`config.mk`:
```
export PLATFORM = sky130hd
export DESIGN_NAME = div_sequencer_flat
export DESIGN_NICKNAME = d
export VERILOG_FILES = /design/src/rtl/div_sequencer_if.sv /design/src/rtl/div_sequencer.sv /design/src/flat_wrapper.sv
export SDC_FILE = /design/constraint.sdc
export NUM_CORES = 1
export LEC_CHECK = 0
export CAP_MARGIN = 20
export CORE_MARGIN = 2
export CORE_UTILIZATION = 40
export CTS_CLUSTER_DIAMETER = 50
export DETAILED_ROUTE_END_ITERATION = 7
export MAX_ROUTING_LAYER = met4
export REMOVE_ABC_BUFFERS = 1
export SETUP_SLACK_MARGIN = 0.4
export SYNTH_ARGS = -nofsm -noshare
export SYNTH_HDL_FRONTEND = slang
export SYNTH_SLANG_ARGS = --single-unit
export TNS_END_PERCENT = 50
```
`constraint.sdc`:
```
create_clock -name clk -period 23.9 [get_ports clk]
set_clock_uncertainty 0.1 [all_clocks]
set_input_delay 2.39 -clock clk [delete_from_list [all_inputs] [get_ports clk]]
set_output_delay 2.39 -clock clk [all_outputs]
set_load 0.03 [all_outputs]
```
`src/rtl/div_sequencer_if.sv`:
```
// Handshake and operand/result bundle between the EX stage and the divide sequencer.
interface div_sequencer_if #(
    parameter int BUS_WIDTH = 64
);
    logic                 start;
    logic                 flush;
    logic                 op_signed;
    logic                 op_rem;
    logic [BUS_WIDTH-1:0] dividend;
    logic [BUS_WIDTH-1:0] divisor;
    logic                 busy;
    logic                 done;
    logic [BUS_WIDTH-1:0] result;

    modport master (
        output start, flush, op_signed, op_rem, dividend, divisor,
        input  busy, done, result
    );

    modport slave (
        input  start, flush, op_signed, op_rem, dividend, divisor,
        output busy, done, result
    );
endinterface

```
`src/rtl/div_sequencer.sv`:
```
// Multicycle radix-2 restoring divider for RV64 DIV/DIVU/REM/REMU; drives the EX-stage stall
// through busy and returns the quotient or remainder with a one-cycle done pulse.
module div_sequencer #(
    parameter int BUS_WIDTH   = 64,
    parameter int COUNT_WIDTH = 7
) (
    input  logic            clk,
    input  logic            rst,
    div_sequencer_if.slave  bus
);
    typedef enum logic [1:0] {S_IDLE, S_CALC, S_FIX, S_DONE} state_e;

    localparam logic [BUS_WIDTH-1:0]   ONE     = BUS_WIDTH'(1);
    localparam logic [BUS_WIDTH-1:0]   MIN_NEG = {1'b1, {(BUS_WIDTH-1){1'b0}}};
    localparam logic [COUNT_WIDTH-1:0] CNT_ONE = COUNT_WIDTH'(1);
    localparam logic [COUNT_WIDTH-1:0] CNT_MAX = COUNT_WIDTH'(BUS_WIDTH);

    function automatic logic [BUS_WIDTH-1:0] negate(input logic [BUS_WIDTH-1:0] x);
        return ~x + ONE;
    endfunction

    state_e                 state_q, state_d;
    logic [COUNT_WIDTH-1:0] cnt_q, cnt_d;
    logic [BUS_WIDTH-1:0]   rem_q, rem_d;
    logic [BUS_WIDTH-1:0]   quo_q, quo_d;
    logic [BUS_WIDTH-1:0]   dvsr_q, dvsr_d;
    logic [BUS_WIDTH-1:0]   result_q, result_d;
    logic                   neg_quo_q, neg_quo_d;
    logic                   neg_rem_q, neg_rem_d;
    logic                   op_rem_q, op_rem_d;
    logic                   busy, done;

    logic                   dividend_neg, divisor_neg, div_zero, sgn_ovf;
    logic [BUS_WIDTH-1:0]   dividend_mag, divisor_mag, special_res;
    logic [BUS_WIDTH:0]     shifted, trial;

    assign dividend_neg = bus.op_signed & bus.dividend[BUS_WIDTH-1];
    assign divisor_neg  = bus.op_signed & bus.divisor[BUS_WIDTH-1];
    assign dividend_mag = dividend_neg ? negate(bus.dividend) : bus.dividend;
    assign divisor_mag  = divisor_neg  ? negate(bus.divisor)  : bus.divisor;
    assign div_zero     = (bus.divisor == '0);
    assign sgn_ovf      = bus.op_signed && (bus.dividend == MIN_NEG) && (bus.divisor == '1);

    // Divide-by-zero takes precedence; both cases bypass the iteration loop.
    assign special_res  = div_zero ? (bus.op_rem ? bus.dividend : '1)
                                   : (bus.op_rem ? '0 : bus.dividend);

    // Trial subtract one bit wider than the operands so the borrow lands in the MSB.
    assign shifted = {rem_q, quo_q[BUS_WIDTH-1]};
    assign trial   = shifted - {1'b0, dvsr_q};

    always_comb begin
        // NOTE: every output of this block is given a default first so no path infers a latch.
        state_d   = state_q;
        cnt_d     = cnt_q;
        rem_d     = rem_q;
        quo_d     = quo_q;
        dvsr_d    = dvsr_q;
        result_d  = result_q;
        neg_quo_d = neg_quo_q;
        neg_rem_d = neg_rem_q;
        op_rem_d  = op_rem_q;
        busy      = 1'b0;
        done      = 1'b0;

        unique case (state_q)
            S_IDLE: begin
                busy = bus.start & ~bus.flush & ~rst;
                if (bus.start && !bus.flush) begin
                    op_rem_d = bus.op_rem;
                    if (div_zero || sgn_ovf) begin
                        result_d = special_res;
                        state_d  = S_DONE;
                    end else begin
                        rem_d     = '0;
                        quo_d     = dividend_mag;
                        dvsr_d    = divisor_mag;
                        neg_quo_d = dividend_neg ^ divisor_neg;
                        neg_rem_d = dividend_neg;
                        cnt_d     = CNT_MAX;
                        state_d   = S_CALC;
                    end
                end
            end
            S_CALC: begin
                busy = ~bus.flush;
                if (!trial[BUS_WIDTH]) begin
                    rem_d = trial[BUS_WIDTH-1:0];
                    quo_d = {quo_q[BUS_WIDTH-2:0], 1'b1};
                end else begin
                    rem_d = shifted[BUS_WIDTH-1:0];
                    quo_d = {quo_q[BUS_WIDTH-2:0], 1'b0};
                end
                cnt_d = cnt_q - CNT_ONE;
                if (cnt_q == CNT_ONE) state_d = S_FIX;
            end
            S_FIX: begin
                busy     = ~bus.flush;
                result_d = op_rem_q ? (neg_rem_q ? negate(rem_q) : rem_q)
                                    : (neg_quo_q ? negate(quo_q) : quo_q);
                state_d  = S_DONE;
            end
            S_DONE: begin
                done    = 1'b1;
                state_d = S_IDLE;
            end
            default: state_d = S_IDLE;
        endcase

        // A squashed instruction never commits a result, whatever state it reached.
        if (bus.flush) begin
            state_d  = S_IDLE;
            result_d = result_q;
        end
    end

    // NOTE: state flops use non-blocking assignments so every register samples pre-edge values.
    always_ff @(posedge clk or posedge rst) begin
        if (rst) begin
            state_q   <= S_IDLE;
            cnt_q     <= '0;
            rem_q     <= '0;
            quo_q     <= '0;
            dvsr_q    <= '0;
            result_q  <= '0;
            neg_quo_q <= 1'b0;
            neg_rem_q <= 1'b0;
            op_rem_q  <= 1'b0;
        end else begin
            state_q   <= state_d;
            cnt_q     <= cnt_d;
            rem_q     <= rem_d;
            quo_q     <= quo_d;
            dvsr_q    <= dvsr_d;
            result_q  <= result_d;
            neg_quo_q <= neg_quo_d;
            neg_rem_q <= neg_rem_d;
            op_rem_q  <= op_rem_d;
        end
    end

    assign bus.busy   = busy;
    assign bus.done   = done;
    assign bus.result = result_q;
endmodule

```
`src/flat_wrapper.sv`:
```
// flat-port wrapper written by rule: the top's interface ports become plain ports
module div_sequencer_flat 
#(
    parameter int BUS_WIDTH   = 64,
    parameter int COUNT_WIDTH = 7
)
  (clk, rst, bus_start, bus_flush, bus_op_signed, bus_op_rem, bus_dividend, bus_divisor, bus_busy, bus_done, bus_result);
  div_sequencer_if #(.BUS_WIDTH(BUS_WIDTH)) bus_i ();
  input  logic clk;
  input  logic rst;
  input wire logic [$bits(bus_i.start)-1:0] bus_start;
  input wire logic [$bits(bus_i.flush)-1:0] bus_flush;
  input wire logic [$bits(bus_i.op_signed)-1:0] bus_op_signed;
  input wire logic [$bits(bus_i.op_rem)-1:0] bus_op_rem;
  input wire logic [$bits(bus_i.dividend)-1:0] bus_dividend;
  input wire logic [$bits(bus_i.divisor)-1:0] bus_divisor;
  output wire logic [$bits(bus_i.busy)-1:0] bus_busy;
  output wire logic [$bits(bus_i.done)-1:0] bus_done;
  output wire logic [$bits(bus_i.result)-1:0] bus_result;
  assign bus_i.start = bus_start;
  assign bus_i.flush = bus_flush;
  assign bus_i.op_signed = bus_op_signed;
  assign bus_i.op_rem = bus_op_rem;
  assign bus_i.dividend = bus_dividend;
  assign bus_i.divisor = bus_divisor;
  assign bus_busy = bus_i.busy;
  assign bus_done = bus_i.done;
  assign bus_result = bus_i.result;
  div_sequencer #(.BUS_WIDTH(BUS_WIDTH), .COUNT_WIDTH(COUNT_WIDTH)) u_core (.clk(clk), .rst(rst), .bus(bus_i));
endmodule
```
== Word-level counts from Yosys, hierarchy flattened ==
Cells that the tools add are included.

* Add/sub/neg operators: 6
* Equal/unequal tests: 11
* Multiplexer cells: 29
* Reductions and logical operators: 15
* Bitwise logic cells: 12

{| class="wikitable"
|+ Operators by type and width
! operator !! count
|-
| $mux 64 || 15
|-
| $pmux 64 s2 || 3
|-
| $add 64x1->64 const B || 4
|-
| $not 64->64 || 4
|-
| $eq 64x64->1 const B || 2
|-
| $sub 65x64->65 || 1
|-
| $logic_not 64->1 || 1
|-
| $mux 7 || 2
|-
| $pmux 7 s2 || 1
|-
| $mux 2 || 4
|-
| $pmux 2 s4 || 1
|-
| $eq 7x1->1 const B || 1
|-
| $sub 7x1->7 const B || 1
|-
| $ne 3x2->1 const B || 2
|-
| $reduce_and 3->1 || 2
|-
| $and 1x1->1 || 4
|-
| $eq 2x2->1 const B || 2
|-
| $ne 2x1->1 const B || 2
|-
| $reduce_and 2->1 || 2
|-
| $reduce_and 4->1 || 1
|-
| $reduce_bool 2->1 || 2
|-
| $logic_and 1x1->1 || 3
|-
| $not 1->1 || 3
|-
| $eq 2x1->1 const B || 1
|-
| 8 further kinds || 9
|}

* Flip-flop bits (word level): 268
* Word-level logic and storage cells: 82

== Longest topological paths before layout ==
Gate-level depths: netlist (run 1).

* Depth after elaboration: 8
* Depth in mapped cells: 16

== Worst setup path after synthesis (run 1) ==
Ideal clock, no wire load.

* Path kind: input-to-output
* Start: input rst
* End: output bus_busy
* Data arrival time: 9.187 ns
* Path slack: 12.223 ns
* Cell stages on the path: 3
* Buffers on the path: 0
* Cell sequence: inv_1 a31oi_1 nor3_1

* Cells in the longest elaborated chain, start to end: 3

{| class="wikitable"
|+ Ends and longest elaborated chain
! what !! RTL line !! text
|-
| start, declared || flat_wrapper.sv:10 || <nowiki>input logic rst;</nowiki>
|-
| $not 1->1 || div_sequencer.sv:68 || <nowiki>busy = bus.start & ~bus.flush & ~rst;</nowiki>
|-
| $and 1x1->1 || div_sequencer.sv:68 ||
|-
| $pmux 1 s2 || div_sequencer.sv:66 || <nowiki>unique case (state_q)</nowiki>
|-
| end, declared || flat_wrapper.sv:17 || <nowiki>output wire logic [$bits(bus_i.busy)-1:0] bus_busy;</nowiki>
|}

Every way passes these cells.

== Final worst setup path (run 1) ==
* Start: input bus_divisor[4]
* End: register u_core.cnt_q[5]

* Cells in the longest elaborated chain, start to end: 5
* Elaborated cells on any way between the ends: 6
* Those cells by class: 2 x eq/ne; 4 x reduce/logical

{| class="wikitable"
|+ Ends and longest elaborated chain
! what !! RTL line !! text
|-
| start, declared || flat_wrapper.sv:16 || <nowiki>input wire logic [$bits(bus_i.divisor)-1:0] bus_divisor;</nowiki>
|-
| $eq 64x64->1 || div_sequencer.sv:42 || <nowiki>assign sgn_ovf = bus.op_signed && (bus.dividend == MIN_NEG) && (bus.divisor == '1);</nowiki>
|-
| $logic_and 1x1->1 || div_sequencer.sv:42 ||
|-
| $logic_or 1x1->1 * || div_sequencer.sv:71 || <nowiki>if (div_zero || sgn_ovf) begin</nowiki>
|-
| $ne 2x2->1 (no line) * || n/a ||
|-
| $reduce_and 3->1 (no line) * || n/a ||
|-
| end signal, assigned || div_sequencer.sv:131 || <nowiki>cnt_q <= cnt_d;</nowiki>
|-
| end, declared || div_sequencer.sv:23 || <nowiki>logic [COUNT_WIDTH-1:0] cnt_q, cnt_d;</nowiki>
|}

Every way passes the cells marked *; elsewhere a longest branch is shown, timed or not.
A chain may end at the register's enable or synchronous reset.

==> results of run 1 <==
==> path summary, 6_finish.rpt <==
kind,start,end,depth (start not counted)
max reg2reg,u_core.quo_q[63],u_core.rem_q[6],14
max,bus_divisor[4],u_core.cnt_q[5],14
min,u_core.bus.result[47],u_core.bus.result[47],1
max in group asynchronous,rst,u_core.neg_quo_q,4
min reg2reg,u_core.bus.result[47],u_core.bus.result[47],1
min in group asynchronous,rst,u_core.bus.result[11],2
==> per-layer routing <==
layer  GRT usage [%]  wire (um)
met1            38.4      36500
met2            39.3      32700
met3            3.20       4600
met4            8.62       2450
met5               -          0
==> final cells by class <==
cell class | count | area share [%]
multi-input cells | 2319 | 55.6
flip-flops and latches | 268 | 25.5
repair buffers | 221 | 8.21
clock buffers | 48 | 4.15
well taps | 748 | 3.56
inverters | 114 | 1.66
clock inverters | 20 | 1.29
==> sequential cells by signal, indices dropped and copies added (netlist names) <==
name / cells
u_core.neg_quo_q: 1
u_core.neg_rem_q: 1
u_core.quo_q: 64
u_core.op_rem_q: 1
u_core.dvsr_q: 64
u_core.bus.result: 64
u_core.state_q: 2
u_core.cnt_q: 7
u_core.rem_q: 64
==> kinds of logic (layout without fill, tap and decap cells) <==
family	after synthesis	after routing	synth area share, %
AOI/OAI and AO/OA	893	893	23.6
xor gates and xnor gates	299	299	11.7
adders and majority gates	127	127	6.55
buffers and inverters	289	403	5.15
DFF	268	268	29.9
muxes	72	72	3.27
and+or+nand+nor	928	928	19.8
==> worst max-delay path, delay by kind of cell <==
family          cells  cell delay [ns]
buf+inv             3             1.92
simple gates        8             2.67
xor+xnor            1             0.21
compound gates      2             0.34
==> cell usage in the layout (no fill, tap or decap), types with 14 or more instances in the layout <==
cell type,count
a21o_1,23
a21oi_1,281
a31oi_1,23
and3_1,14
buf_4,22
clkbuf_16,39
clkdlybuf4s50_1,199
dfrtp_1,266
ha_1,73
inv_1,113
maj3_1,51
mux2i_1,63
nand2_1,335
nand2b_1,24
nand3_1,37
nand4_1,39
nor2_1,256
nor3_1,44
nor4_1,34
o211ai_1,42
o21ai_0,263
o21ai_1,60
o22ai_1,30
o31ai_1,54
o41ai_1,29
or3_1,40
or4_1,23
xnor2_1,159
xor2_1,140
==> stage by stage <==
step	cell area (um2)	total power, W	util (%)	setup slack, ns	hold slack (ns)
after global routing	26300	0.00405	47.6	16.26	0.406
after global placement	24800	0.00307	45.0	16.25	0.382
after floorplan	21700	0.00248	-	12.22	0.374
after CTS	26300	0.00375	47.6	16.69	0.396
after detailed placement	24800	0.00310	45.0	16.10	0.386
final	26300	0.00376	47.6	16.59	0.395
==> power by group <==
part           internal, W  total [W]  switching (W)
clock             0.000411   0.000638       0.000228
combinational     0.000868    0.00226        0.00139
sequential        0.000651   0.000869       0.000218
==> results.cfg, run 1 <==
[timing]
tightest_slew_ns = 1.08
finalHoldViolCount = 0
min_period_ns = 7.31
finalCritPeriodShare_pct = 30.6
final_max_slew_viol_count = 0
fmax_ghz = 0.137
grt_setup_unrepaired = false
final-setup-viol-count = 0
tns_ns = 0
relSlewSlack_pct = 27.9

[place]
hpwlAfterDp_um = 57000
io_buffers = 199
gp_congestion = 0.940
dp.cells = 3670

[logic_synthesis]
syn_area_mm2 = 0.0224
yosysWarnings = 0
yosysUniqueCellTypes = 94
post-synth-top-count-cell = nand2_1
netlist.area_leader.share_pct = 29.9
ys_ff_latch = 268
ys.flop_type = dfrtp_1
synth_enable_flop_cells = 0
netlist_top_cells_count = 335 x nand2_1, 281 x a21oi_1, 268 x dfrtp_1, 263 x o21ai_0, 257 x nor2_1
synthCells = 2876
seq_area_frac_synth_pct = 29.9
async_reset_ff_share_pct = 100
synthTopCellsByArea = dfrtp_1 30%, a21oi_1 6.3%, xnor2_1 6.2%
avgSynthCellArea_um2 = 7.79
synth_area_leader_cell = dfrtp_1

[worst_setup_path]
worst_path_max_delay_cell = buf_4
startpoint_type = input pin
max_stage_delay_ns = 0.87
reg2reg_slack_ns = 19.23
criticalPathCategory = in2reg
cp.arrival_ns = 7.62
crit_chain = clkdlybuf4s50_1 > or3_1 > nor3b_1 > and2_1 > and4_1 > and3_1 > a31oi_1 > and2_4 > a21oi_4 > buf_4 > buf_4 > nor4_1 > xnor2_1 > nor2_1
crit_required_ns = 24.21
crit_path_end_kind = flop
cpMostUsedCell = buf_4
crit_fanout = 100

[routing]
drc = 0
firstDrtPassIters = 6
drtAntennaViolNets = 0
vias_per_cell = 5.78
post_drt_wl_per_cell_um = 20.4
wirelength_um = 76200
drtIter0Drc = 2013
num_vias = 21594

[global_routing]
grt_start_max_net_pins = 101
grt_pass1_vias = 20268
grt-ovfl-total = 0
antenna_found_initial = 0
grt_pass1_wl_um = 118000
grt.total_usage_pct = 26.8

[cts]
cts_htree_levels = 2
cts_hold_buffers = 0
clk-insertion-delay-late_ns = 0.57
cts_setup_buffers = 0
cts_buffers = 38
cts_resized = 0
cts_tree = yes
root_buffer = clkbuf_16
clock_sinks = 268
clk_path_buf_depth = 3
path_clk_slew_ns = 0.06

[cells_and_area]
syn_to_final_growth_pct = 17.2
n_fill_cell = 5498
multi_input_area_mm2 = 0.0146
stdcell_count = 3738
layout.nets = 3172
drive_gt1_share_pct = 4.88
antenna_cells = 0
regArea_mm2 = 0.00671

[floorplanning]
die_area_mm2 = 0.0579
start_util_pct = 40.6
die_y_um = 241
num_rows = 86
io_pins = 200
die_width_um = 241
core_mm2 = 0.0552

[flow_run]
cap_violations = 0

[power_and_ir_drop]
power_density_mw_per_mm2 = 143
leakage_nw = 10.4
vdd_drop_max_v = 0.000109

[hold_path]
hp-class = reg2reg

[run_status]
outcome = finished, final reports clean
Note: power is estimated with default switching activity, not from simulation.
==> run 2: changes to the inputs <==
==> constraint.sdc (replaced) <==
create_clock -name clk -period 7.7 [get_ports clk]
set_clock_uncertainty 0.1 [all_clocks]
set_input_delay 0.77 -clock clk [delete_from_list [all_inputs] [get_ports clk]]
set_output_delay 0.77 -clock clk [all_outputs]
set_load 0.03 [all_outputs]
==> results.cfg, run 2 (synthesized netlist as in run 1, its figures left out) <==
[floorplanning]
die_width_um = 241
die_y_um = 241
io_pins = 200
num_rows = 86
die_area_mm2 = 0.0579
core_mm2 = 0.0552
start_util_pct = 40.6

[routing]
drtIter0Drc = 1662
vias_per_cell = 5.75
wirelength_um = 75500
drc = 0
post_drt_wl_per_cell_um = 20.2
num_vias = 21539
drtAntennaViolNets = 0
firstDrtPassIters = 7

[global_routing]
met2_usage_pct = 39.0
use_met3_pct = 2.88
grt_pass1_wl_um = 118000
use_met1_pct = 38.2
grt_pass1_vias = 20315
grt_start_max_net_pins = 136
antenna_found_initial = 0
grt-ovfl-total = 0
grt.total_usage_pct = 26.6
busiest_layer = met2

[worst_setup_path]
startpoint_type = input pin
max_stage_delay_ns = 0.80
crit_path_end_kind = flop
criticalPathCategory = in2reg
crit_fanout = 37
crit_required_ns = 8.02
cp.arrival_ns = 5.35
reg2reg_slack_ns = 3.22
worst_path_max_delay_cell = o21ai_4
crit_chain = clkdlybuf4s50_1 > or3_1 > nor3b_1 > and2_1 > and4_1 > and3_1 > a31oi_1 > and2_4 > o21ai_4 > buf_4 > o311ai_0

[cells_and_area]
syn_to_final_growth_pct = 17.7
antenna_cells = 0
drive_gt1_share_pct = 4.94
most-common-layout-cells = 335 x nand2_1, 281 x a21oi_1, 266 x dfrtp_1
final_common_cell = nand2_1
layout.nets = 3175

[power_and_ir_drop]
p_clk_share_pct = 17.4
leakage_nw = 10.5
power.internal_w = 0.00603
pwr-share-comb_pct = 59.6
finalPower_w = 0.0117
vdd_drop_max_v = 0.000321
power_switching_w = 0.00569
swShare_pct = 48.5
sequentialPowerShare_pct = 23.0
power_density_mw_per_mm2 = 445

[timing]
fmax_ghz = 0.199
final_max_slew_viol_count = 0
finalCritPeriodShare_pct = 65.3
timing.final.ws_setup_ns = 2.67
tightest_slew_ns = 0.991
whs_ns = 0.406
grt_setup_unrepaired = false
finalHoldViolCount = 0
min_period_ns = 5.03
relSlewSlack_pct = 33.7
final-setup-viol-count = 0

[cts]
cts_buffers = 40
cts_resized = 0
cts_tree = yes
clk_path_buf_depth = 3
cts_htree_levels = 2
cts_setup_buffers = 0
path_clk_slew_ns = 0.06
cts_hold_buffers = 0
root_buffer = clkbuf_16
clk-insertion-delay-late_ns = 0.56
clock_sinks = 268

[hold_path]
hp-class = reg2reg

[flow_run]
cap_violations = 0

[place]
hpwlAfterDp_um = 56700
io_buffers = 199
gp_congestion = 0.920
preCtsSetupSlack_ns = 2.15

[run_status]
outcome = finished, final reports clean
-- run 2: changes by cell type in the layout (fill, tap and decap cells not counted), sizes merged --
cell | before | now
inv | 116 | 117
clkinvlp | 3 | 2
clkbuf | 48 | 51
buf | 22 | 23
clkinv | 7 | 8
-- run 2: per-layer routing --
| layer | vias to the layer above | share of wire, % |
|---|---|---|
| met5 | - | 0 |
| met4 | 0 | 3.3 |
| met3 | 131 | 5.6 |
| met2 | 706 | 43 |
| met1 | 10269 | 48 |
| li1 | 10433 | - |
-- run 2: critical path: cells and delay by family --
| family | cells | cell delay [ns] |
|---|---|---|
| simple gates | 6 | 2.37 |
| compound gates | 3 | 1.18 |
| buf+inv | 2 | 0.99 |
-- run 2: cell type report --
cell class	instances	area, um2
clock buffer	51	1120
clock inverter	21	352
fill	5485	28800
inverter	114	435
multi-input combinational	2319	14600
sequential	268	6710
tap	748	936
timing repair buffer	222	2220
-- run 2: power groups by stage --
stage                     Sequential (W)  Clock (W)  Combinational, W
after floorplan                  0.00290          0           0.00469
after global placement           0.00268          0           0.00685
after detailed placement         0.00270          0           0.00691
final                            0.00270    0.00204           0.00700
after global routing             0.00278    0.00213           0.00772
after CTS                        0.00268    0.00207           0.00695
-- run 2: worst paths after layout --
check | start | to | cells after the start
min in group asynchronous | rst | u_core.bus.result[12] | 2
max in group asynchronous | rst | u_core.dvsr_q[58] | 3
worst min-delay path | u_core.bus.result[48] | u_core.bus.result[48] | 1
worst min register to register | u_core.bus.result[48] | u_core.bus.result[48] | 1
worst max-delay path | bus_divisor[2] | u_core.rem_q[25] | 11
worst max register to register | u_core.quo_q[63] | u_core.rem_q[7] | 14
-- run 2: per-stage QoR --
stage	cells	utilization, %	TNS, ns	area [um2]
floorplan	2701	-	-153.75	21700
global placement	3670	45.1	0	24900
detailed placement	3670	45.1	0	24900
CTS	3742	47.7	0	26400
global route	3743	47.8	0	26400
finish	3743	47.8	0	26400
==> run 3: changes to the inputs <==
==> constraint.sdc (replaced) <==
create_clock -name clk -period 4.1 [get_ports clk]
set_clock_uncertainty 0.1 [all_clocks]
set_input_delay 0.41 -clock clk [delete_from_list [all_inputs] [get_ports clk]]
set_output_delay 0.41 -clock clk [all_outputs]
set_load 0.03 [all_outputs]
==> results.cfg, run 3 (synthesized netlist as in run 1, its figures left out) <==
[timing]
finalHoldViolCount = 0
final_max_slew_viol_count = 0
timing.final.ws_setup_ns = 0.469
grt_setup_unrepaired = true
tightest_slew_ns = 1.05
min_period_ns = 3.63
fmax_ghz = 0.275
finalCritPeriodShare_pct = 88.6
final-setup-viol-count = 0
relSlewSlack_pct = 29.8
whs_ns = 0.170

[worst_setup_path]
cp.arrival_ns = 3.97
crit_chain = or4_4 > nor3_4 > nand3_2 > nand2b_4 > or3_4 > or2_4 > nand2b_4 > o31ai_4 > xnor2_1 > o22ai_2 > o22a_1
criticalPathCategory = reg2reg
crit_required_ns = 4.44
crit_path_end_kind = flop
critPathBufInv = 0
crit_fanout = 6
max_stage_delay_ns = 0.59
worst_path_max_delay_cell = or4_4
path_delay_family = simple AND/OR/NAND/NOR gates
cpMostUsedCell = nand2b_4
startpoint_type = flop

[cts]
cts_hold_buffers = 0
clock_sinks = 268
cts_tree = yes
clk-insertion-delay-late_ns = 0.56
path_clk_slew_ns = 0.05
cts_buffers = 41
clk_path_buf_depth = 3
root_buffer = clkbuf_16
cts_htree_levels = 2

[cells_and_area]
n_fill_cell = 5308
syn_to_final_growth_pct = 25.5
stdcell_count = 3903
drive_gt1_share_pct = 11.0
most-common-layout-cells = 335 x nand2_1, 278 x a21oi_1, 261 x dfrtp_1
final_common_cell = nand2_1
fin_area_mm2 = 0.0281
layout.nets = 3336

[routing]
wirelength_um = 79600
vias_per_cell = 5.70
drtIter0Drc = 1885
drc = 0
firstDrtPassIters = 5
post_drt_wl_per_cell_um = 20.4
drtAntennaViolNets = 0
num_vias = 22248

[floorplanning]
die_width_um = 241
core_mm2 = 0.0552
io_pins = 200
die_y_um = 241
start_util_pct = 40.6
num_rows = 86
die_area_mm2 = 0.0579

[hold_path]
hp-class = in2async

[flow_run]
cap_violations = 0

[power_and_ir_drop]
leakage_nw = 11.4
vdd_drop_max_v = 0.000343
power_density_mw_per_mm2 = 842

[place]
preCtsSetupSlack_ns = -0.130
hpwlAfterDp_um = 60400
io_buffers = 199
postPlaceCellArea_mm2 = 0.0262
gp_congestion = 0.973
dp.cells = 3821

[global_routing]
antenna_found_initial = 1
grt_pass1_vias = 21275
grt-ovfl-total = 0
grt.total_usage_pct = 28.1
grt_pass1_wl_um = 124000
grt_start_max_net_pins = 104

[run_status]
outcome = finished, final reports clean
[run 3: cell types whose count changed in the layout (fill, tap and decap cells not counted), sizes merged]
cell,delta
buf,+159
bufinv,+3
clkinv,-2
diode,+1
inv,-1
[run 3: worst register-to-register path: cells and delay by family, from the launching register on]
family | cells | cell delay (ns)
flops | 1 | 0.43
xor+xnor | 1 | 0.16
compound gates | 3 | 0.57
simple gates | 7 | 2.26
[run 3: power breakdown]
| group | total (W) | switching [W] | internal (W) | leakage [nW] |
|---|---|---|---|---|
| registers | 0.00511 | 0.00131 | 0.00380 | 3.36 |
| logic | 0.0146 | 0.00852 | 0.00606 | 7.29 |
| clock network | 0.00399 | 0.00135 | 0.00264 | 0.747 |
[run 3: timing repair]
item,in CTS,in global routing
buffers inserted,2,6
gates cloned,1,1
setup endpoints to repair,65,119
gates resized for setup,8,49
pin swaps,3,13
[run 3: layout make-up]
class                   count  area [um2]  share of cell area [%]
well taps                 748         936                    3.33
clock buffers              50        1130                    4.02
flip-flops and latches    268        6720                    23.9
repair buffers            382        3660                    13.0
diodes                      1        2.50                 0.00890
inverters                 114         435                    1.55
multi-input cells        2319       14800                    52.8
clock inverters            21         400                    1.42
[run 3: path summary, 6_finish.rpt]
path / end / slack, ns / startpoint / cells past startpoint
max: u_core.bus.result[63] / 0.47 / u_core.quo_q[10] / 11
max reg2reg: u_core.bus.result[63] / 0.47 / u_core.quo_q[10] / 11
min in group clk: u_core.cnt_q[6] / 0.41 / u_core.cnt_q[6] / 2
max in group asynchronous: u_core.bus.result[54] / 2.53 / rst / 3
min reg2reg: u_core.cnt_q[6] / 0.41 / u_core.cnt_q[6] / 2
min: u_core.bus.result[15] / 0.17 / rst / 2
[run 3: per-layer routing]
layer | track usage, % | vias up | share of wire, %
met4 | 7.49 | 0 | 2.6
li1 | - | 10757 | -
met3 | 3.45 | 97 | 5.5
met1 | 39.3 | 10693 | 47
met2 | 42.9 | 701 | 45
met5 | - | - | 0
[run 3: stage by stage]
stage / power [W] / utilization, % / TNS (ns)
after floorplan: 0.0140 / - / -1470.10
after global placement: 0.0188 / 47.5 / -1.82
after detailed placement: 0.0190 / 47.5 / -1.18
after CTS: 0.0233 / 50.4 / 0
after global routing: 0.0254 / 50.9 / 0
final: 0.0237 / 50.9 / 0
